`src/rtl/clk_meas_pkg.sv`:
```
// Shared types and constants for the divided-clock period meter.
package clk_meas_pkg;

    // Measurement FSM: waiting for a first edge, inside the high phase, inside the low phase
    typedef enum logic [1:0] {
        IDLE = 2'd0,
        HIGH = 2'd1,
        LOW  = 2'd2
    } meas_state_t;

    localparam int unsigned CNT_W_DEF = 16;

    // Counter value at which a missing edge is declared a stall (all-ones of the default width)
    localparam logic [CNT_W_DEF-1:0] STALL_LIMIT = '1;

endpackage

```
`src/rtl/sync_edge_det.sv`:
```
// Multi-flop synchronizer for an asynchronous level, with single-cycle rise/fall pulses.
module sync_edge_det #(
    parameter int unsigned SYNC_STAGES = 2
) (
    input  logic clk,
    input  logic rst_n,
    input  logic d,
    output logic rise_c,
    output logic fall_c
);

    logic [SYNC_STAGES-1:0] sync_q;
    logic                   prev_q;

    // Synchronizer chain plus one registered copy of its output for edge detection
    always_ff @(posedge clk) begin
        if (!rst_n) begin
            sync_q <= '0;
            prev_q <= 1'b0;
        end else begin
            sync_q <= {sync_q[SYNC_STAGES-2:0], d};
            prev_q <= sync_q[SYNC_STAGES-1];
        end
    end

    // Edge pulses decoded from the last synchronizer stage and its delayed copy
    always_comb begin
        rise_c = sync_q[SYNC_STAGES-1] & ~prev_q;
        fall_c = ~sync_q[SYNC_STAGES-1] & prev_q;
    end

endmodule

```
`src/rtl/clk_period_meter.sv`:
```
// Measures period and high time of a divided clock in mclk cycles; valid/ready result port.
module clk_period_meter
    import clk_meas_pkg::*;
#(
    parameter int unsigned CNT_W       = CNT_W_DEF,
    parameter int unsigned SYNC_STAGES = 2
) (
    input  logic             mclk,
    input  logic             rst_n,
    input  logic             clk_in,
    output logic [CNT_W-1:0] meas_period,
    output logic [CNT_W-1:0] meas_high,
    output logic             meas_valid,
    input  logic             meas_ready,
    output logic             stalled,
    output logic             overrun
);

    // Saturation value of the counters; the package constant applies at the default width
    localparam logic [CNT_W-1:0] CNT_MAX =
        (CNT_W == CNT_W_DEF) ? CNT_W'(STALL_LIMIT) : {CNT_W{1'b1}};
    localparam logic [CNT_W-1:0] CNT_ONE = CNT_W'(1);

    meas_state_t      state_q, state_d;
    logic [CNT_W-1:0] cnt_q, cnt_d;
    logic [CNT_W-1:0] high_cnt_q, high_cnt_d;
    logic [CNT_W-1:0] cnt_inc_c;
    logic [CNT_W-1:0] period_d, high_d;
    logic             valid_d, stalled_d, overrun_d;
    logic             publish_c;
    logic             rise_c, fall_c;

    sync_edge_det #(
        .SYNC_STAGES(SYNC_STAGES)
    ) u_sync (
        .clk    (mclk),
        .rst_n  (rst_n),
        .d      (clk_in),
        .rise_c (rise_c),
        .fall_c (fall_c)
    );

    // State, counters and result/handshake registers
    always_ff @(posedge mclk) begin
        if (!rst_n) begin
            state_q     <= IDLE;
            cnt_q       <= '0;
            high_cnt_q  <= '0;
            meas_period <= '0;
            meas_high   <= '0;
            meas_valid  <= 1'b0;
            stalled     <= 1'b0;
            overrun     <= 1'b0;
        end else begin
            state_q     <= state_d;
            cnt_q       <= cnt_d;
            high_cnt_q  <= high_cnt_d;
            meas_period <= period_d;
            meas_high   <= high_d;
            meas_valid  <= valid_d;
            stalled     <= stalled_d;
            overrun     <= overrun_d;
        end
    end

    // Next-state: phase tracking, saturating count, stall detection and result publishing
    always_comb begin
        state_d    = state_q;
        cnt_d      = cnt_q;
        high_cnt_d = high_cnt_q;
        stalled_d  = stalled;
        period_d   = meas_period;
        high_d     = meas_high;
        valid_d    = meas_valid;
        overrun_d  = overrun;
        publish_c  = 1'b0;
        cnt_inc_c  = (cnt_q == CNT_MAX) ? cnt_q : cnt_q + CNT_ONE;

        case (state_q)
            IDLE: begin
                if (rise_c) begin
                    state_d   = HIGH;
                    cnt_d     = CNT_ONE;
                    stalled_d = 1'b0;
                end
            end
            HIGH: begin
                if (fall_c) begin
                    high_cnt_d = cnt_q;
                    cnt_d      = cnt_inc_c;
                    state_d    = LOW;
                end else if (cnt_q == CNT_MAX) begin
                    stalled_d = 1'b1;
                    cnt_d     = '0;
                    state_d   = IDLE;
                end else begin
                    cnt_d = cnt_inc_c;
                end
            end
            LOW: begin
                if (rise_c) begin
                    publish_c = 1'b1;
                    cnt_d     = CNT_ONE;
                    state_d   = HIGH;
                end else if (cnt_q == CNT_MAX) begin
                    stalled_d = 1'b1;
                    cnt_d     = '0;
                    state_d   = IDLE;
                end else begin
                    cnt_d = cnt_inc_c;
                end
            end
            default: begin
                state_d = IDLE;
                cnt_d   = '0;
            end
        endcase

        // A transfer retires the current result and clears the drop flag
        if (meas_valid && meas_ready) begin
            valid_d   = 1'b0;
            overrun_d = 1'b0;
        end

        // A new result loads if the slot is free or being emptied this cycle, else it is dropped
        if (publish_c) begin
            if (!meas_valid || meas_ready) begin
                period_d = cnt_q;
                high_d   = high_cnt_q;
                valid_d  = 1'b1;
            end else begin
                overrun_d = 1'b1;
            end
        end
    end

endmodule

```
`config.mk`:
```
export PLATFORM = sky130hd
export DESIGN_NAME = clk_period_meter
export DESIGN_NICKNAME = d
export VERILOG_FILES = /design/src/rtl/clk_meas_pkg.sv /design/src/rtl/sync_edge_det.sv /design/src/rtl/clk_period_meter.sv
export SDC_FILE = /design/constraint.sdc
export NUM_CORES = 1
export LEC_CHECK = 0
export ABC_AREA = 1
export BUFFER_PORTS_ARGS = -buffer_cell sky130_fd_sc_hd__buf_4
export CAP_MARGIN = 20
export CORE_UTILIZATION = 60
export CTS_BUF_LIST = sky130_fd_sc_hd__clkbuf_4 sky130_fd_sc_hd__clkbuf_8
export CTS_CLUSTER_DIAMETER = 200
export DETAILED_ROUTE_END_ITERATION = 7
export PLACE_DENSITY = 0.82
export SYNTH_ARGS = -nofsm -noshare
export SYNTH_HDL_FRONTEND = slang
export SYNTH_HIERARCHICAL = 1
export SYNTH_SLANG_ARGS = --single-unit
export TNS_END_PERCENT = 100
```
`constraint.sdc`:
```
create_clock -name mclk -period 2.09 [get_ports mclk]
set_input_delay 0.209 -clock mclk [delete_from_list [all_inputs] [get_ports mclk]]
set_output_delay 0.209 -clock mclk [all_outputs]
set_load 0.03 [all_outputs]
```
---- Word level (Yosys, flattened, before mapping) ----
Cells that the tools add are included.
word-level totals
  flip-flop bits (word level) ............. 72
  output and inout bits ................... 35
  word-level logic and storage cells ...... 53
cells by class
  add/subtract/negate cells ............... 1
  equality and inequality tests ........... 6
  muxes and demuxes ....................... 24
  bitwise gates (word level) .............. 4
  reductions and logical operators ........ 8
operators with widths
  cell                   count
  $mux 16                5
  $pmux 16 s3            1
  $add 16x1->16 const B  1
  $eq 16x16->1 const B   1
  $mux 1                 12
  $mux 2                 4
  $ne 2x2->1 const B     3
  $pmux 2 s3             1
  $reduce_and 2->1       2
  $reduce_and 4->1       1
  $pmux 1 s3             1
  $reduce_bool 3->1      1
  $and 1x1->1            2
  $eq 2x1->1 const B     1
  $eq 2x2->1 const B     1
  $logic_not 2->1        1
  $not 1->1              2
  $logic_and 1x1->1      1
  $logic_not 1->1        1
  $logic_or 1x1->1       1

---- Depth between registers and ports, before layout ----
  depth in word-level cells ............... 5
  depth in mapped cells ................... 10
  depth with buffers taken out ............ 10

---- Cells and area by module ----
Netlist, hierarchy kept.
modules (own cells, without submodules)
  module            times used  cells each  area an instance (sq um)  sequential area each (sq um)
  clk_period_meter  1           409         3,075.4                   1,381.3
  sync_edge_det     1           13          100.1                     60.1

---- Worst setup path before layout ----
No wires, ideal clock.
  path type ............................... register to register
  start ................................... reg cnt_q[1]
  end ..................................... reg cnt_q[0]
  library setup time ...................... 0.070 ns
  data arrival time ....................... 1.607 ns
  required time ........................... 2.020 ns
  path slack .............................. 0.412 ns
  cell stages (with the launch flop) ...... 9
  path through ............................ dfxtp_1 > ha_1 > nand3_2 > inv_4 > nand4_4 > ha_1 > o2111ai_1 > nand2_1 > a21oi_1
between the ends
  longest elaborated chain between the ends .. 5
  elaborated cells between the ends (all ways) .. 6
  those cells by class .................... eq/ne: 1; mux: 5
RTL lines
  element                            line                                                                     source
  start, declared                    clk_period_meter.sv:25                                                   logic [CNT_W-1:0] cnt_q, cnt_d;
  start signal, assigned             clk_period_meter.sv:56                                                   cnt_q <= cnt_d;
  $eq 16x16->1 *                     clk_period_meter.sv:77, clk_period_meter.sv:92, clk_period_meter.sv:105
  $mux 16                            clk_period_meter.sv:77                                                   cnt_inc_c = (cnt_q == CNT_MAX) ? cnt_q : cnt_q + CNT_ONE;
  $mux 16                            clk_period_meter.sv:92, clk_period_meter.sv:105
  $mux 16, on equally long branches  clk_period_meter.sv:101, clk_period_meter.sv:88
  $pmux 16 s3 *                      clk_period_meter.sv:79                                                   case (state_q)
Mark *: on every way between the ends. The rest lies on a longest branch, timed or not.
A chain may end at the register's enable or synchronous reset.

---- Final worst setup path ----
Same ends and word-level chain as after synthesis.

==> metrics.txt <==
gr usage total=0.277; root buf cell=clkbuf_8; min cycle time layout=1.92 ns; Worst Hold Class=input pin to register; Chip Width=74.8 um; top-area cell type share of the netlist area=0.454; worst slew pin tran=0.488 ns; ANT nets after route=0; I/O pins=39; Via density=5.42; initial antenna violation count=0; deepest clock path buffer count=2; # port buffers=38; RSZ-0062 raised after global routing=false; Vert. Die Dim=74.8 um; total grt overflow=0; vias in the first global route=2556; PD cells=774 mW/mm^2; CP endpoint kind=register; crit path DAT=2.18 ns; syn_area_per_cell=7.52 um^2; endpoints failing hold=0; H-Tree Depth=3; Core Region=0.00511 mm^2; synth warn=6; largest area contributor in the netlist=dfxtp_1; maximum vdd drop=0.000507 V; register area share after synthesis=0.454; Max-Cap Viols=0; Skew-Pair Late Insertion Delay=0.35 ns; highest clock rate=0.522 GHz; Detail Placement HPWL=4.86 mm; Max Slew Vio Count=0; placed cell area=0.00354 mm^2; TNS Setup=0 ns; cts bufs inserted=9; DRC viols=0; Initial Util=0.622; syn nets=433; # setup viols final=0; postcts setup bufs=0; drt first pass iters=5; clock slew at reported path FFs=0.08 ns; Layout area overhead=19.3%; relative slew slack=0.673; Hold-fix buffers, CTS=0; post-route cell area=0.00379 mm^2; clock skew=0.00996 ns; vias=2920; gp weighted congestion=0.913; outcome=complete, no violations; fraction of layout cells with a size suffix above 1=0.186; top cells by area, synth=dfxtp_1, nor2_1, o21ai_0; unique cell type count in the Yosys netlist=34; post-cts resize count=0; nets=475; antenna cells=0; first-pass GRT wire length=11.5 mm; Post-Syn Area=0.00318 mm^2; clk sinks=72; largest net degree at the start of global routing=56; CP Launch Type=register; Std-Cell Rows=26; CTS tree=built; Initial DRC Count=305; Crit path required time=2.36 ns; worst setup path class=register to register; LEAKAGE=1.62 nW; final WL=7.19 mm; CP max FO=7; post-synthesis cell count=422; Routed WL per cell=13.3 um; synthesized flop and latch total=72; period utilization=0.917; die area=0.00559 mm^2
[cell usage after synthesis, drive strengths merged]
cell type and n:
nor2 81, nand2 75, dfxtp 72, o21ai 56, a21oi 39, inv 29, nand3 24, buf 11
clkbuf 8, ha 7, nand4 5, xor2 5, clkinv 2, a221oi 1, nand3b 1, nor3 1
o2111ai 1, o211a 1, o21bai 1, or2 1, xnor2 1
[cells by family (layout without fill, tap and decap cells)]
logic type / after synthesis / in the layout / synth area share
AOI/OAI and AO/OA: 99 / 99 / 0.161
xor gates and xnor gates: 6 / 6 / 0.0165
adders and majority gates: 7 / 7 / 0.0276
buffers and inverters: 50 / 97 / 0.0682
DFF: 72 / 72 / 0.454
and+or+nand+nor: 188 / 188 / 0.273
[worst paths after layout]
check,from,end,slack (ns),cells after the start
hold reg to reg,u_sync/sync_q[0],u_sync/sync_q[1],0.43,2
setup / recovery,cnt_q[1],cnt_q[0],0.17,8
hold / removal,clk_in,u_sync/sync_q[0],0.04,3
setup reg to reg,cnt_q[1],cnt_q[0],0.17,8
[state kept, by name, summed over array words and instances, names as in the netlist]
name           cells
meas_high         16
high_cnt_q        16
u_sync/prev_q      1
cnt_q             16
u_sync/sync_q      2
stalled            1
meas_valid         1
meas_period       16
overrun            1
state_q            2
[per-layer routing]
layer	routed length, um	up-vias	part of all wire	track usage
li1	-	1458	-	-
met1	3330	1357	0.46	0.349
met2	3320	89	0.46	0.444
met3	375	16	0.052	0.0589
met4	161	0	0.022	0.153
met5	0	-	0	0
[through the flow]
step	total power, mW	util	std cells	hold WS [ns]	setup slack (ns)
2_1_floorplan	1.56	-	422	0.302	0.412
3_3_place_gp	1.60	0.693	523	0.394	0.304
3_5_place_dp	1.61	0.693	523	0.395	0.208
4_1_cts	2.94	0.742	539	0.0296	0.187
5_1_grt	3.03	0.742	539	0.0467	0.0323
6_report	2.93	0.742	539	0.0384	0.173
[placed cells by master (no fill, tap or decap)]
cell	netlist	final
a21oi_1	39	39
a221oi_1	1	1
buf_4	1	50
bufinv_16	0	3
clkbuf_4	0	1
clkbuf_8	0	9
clkinv_1	2	2
clkinv_4	0	2
dfxtp_1	72	72
ha_1	7	7
inv_1	27	27
inv_2	1	1
inv_4	1	1
inv_6	0	1
nand2_1	69	69
nand2_2	5	5
nand2_4	1	1
nand3_1	20	20
nand3_2	4	4
nand3b_1	1	1
nand4_1	3	3
nand4_4	2	2
nor2_1	74	74
nor2_2	4	4
nor2_4	2	2
nor2_8	1	1
nor3_1	1	1
o2111ai_1	1	1
o211a_1	1	1
o21ai_0	55	55
o21ai_1	1	1
o21bai_1	1	1
or2_1	1	1
xnor2_1	1	1
xor2_1	5	5
[cell type report]
type	instances	area (um^2)
Clock buffer	10	131
Clock inverter	6	116
Fill cell	389	1320
Inverter	31	119
Multi-Input combinational cell	300	1520
Sequential cell	72	1440
Tap cell	70	87.6
Timing Repair Buffer	50	375
[critical path: stages (launching register included)]
cell and delay [ns]:
dfxtp_1 0.43, ha_1 0.30, nand3_2 0.16, inv_4 0.12, nand4_4 0.14, ha_1 0.30, o2111ai_1 0.19, nand2_1 0.08
a21oi_1 0.12
[where the power goes]
group / leakage [nW] / switching, mW / internal [mW] / total, mW
Combinational: 0.917 / 0.131 / 0.0575 / 0.189
Sequential: 0.581 / 0.0107 / 1.38 / 1.39
Clock: 0.124 / 0.535 / 0.815 / 1.35
Total: 1.62 / 0.677 / 2.26 / 2.93
Power figures use the tool's default switching activity.
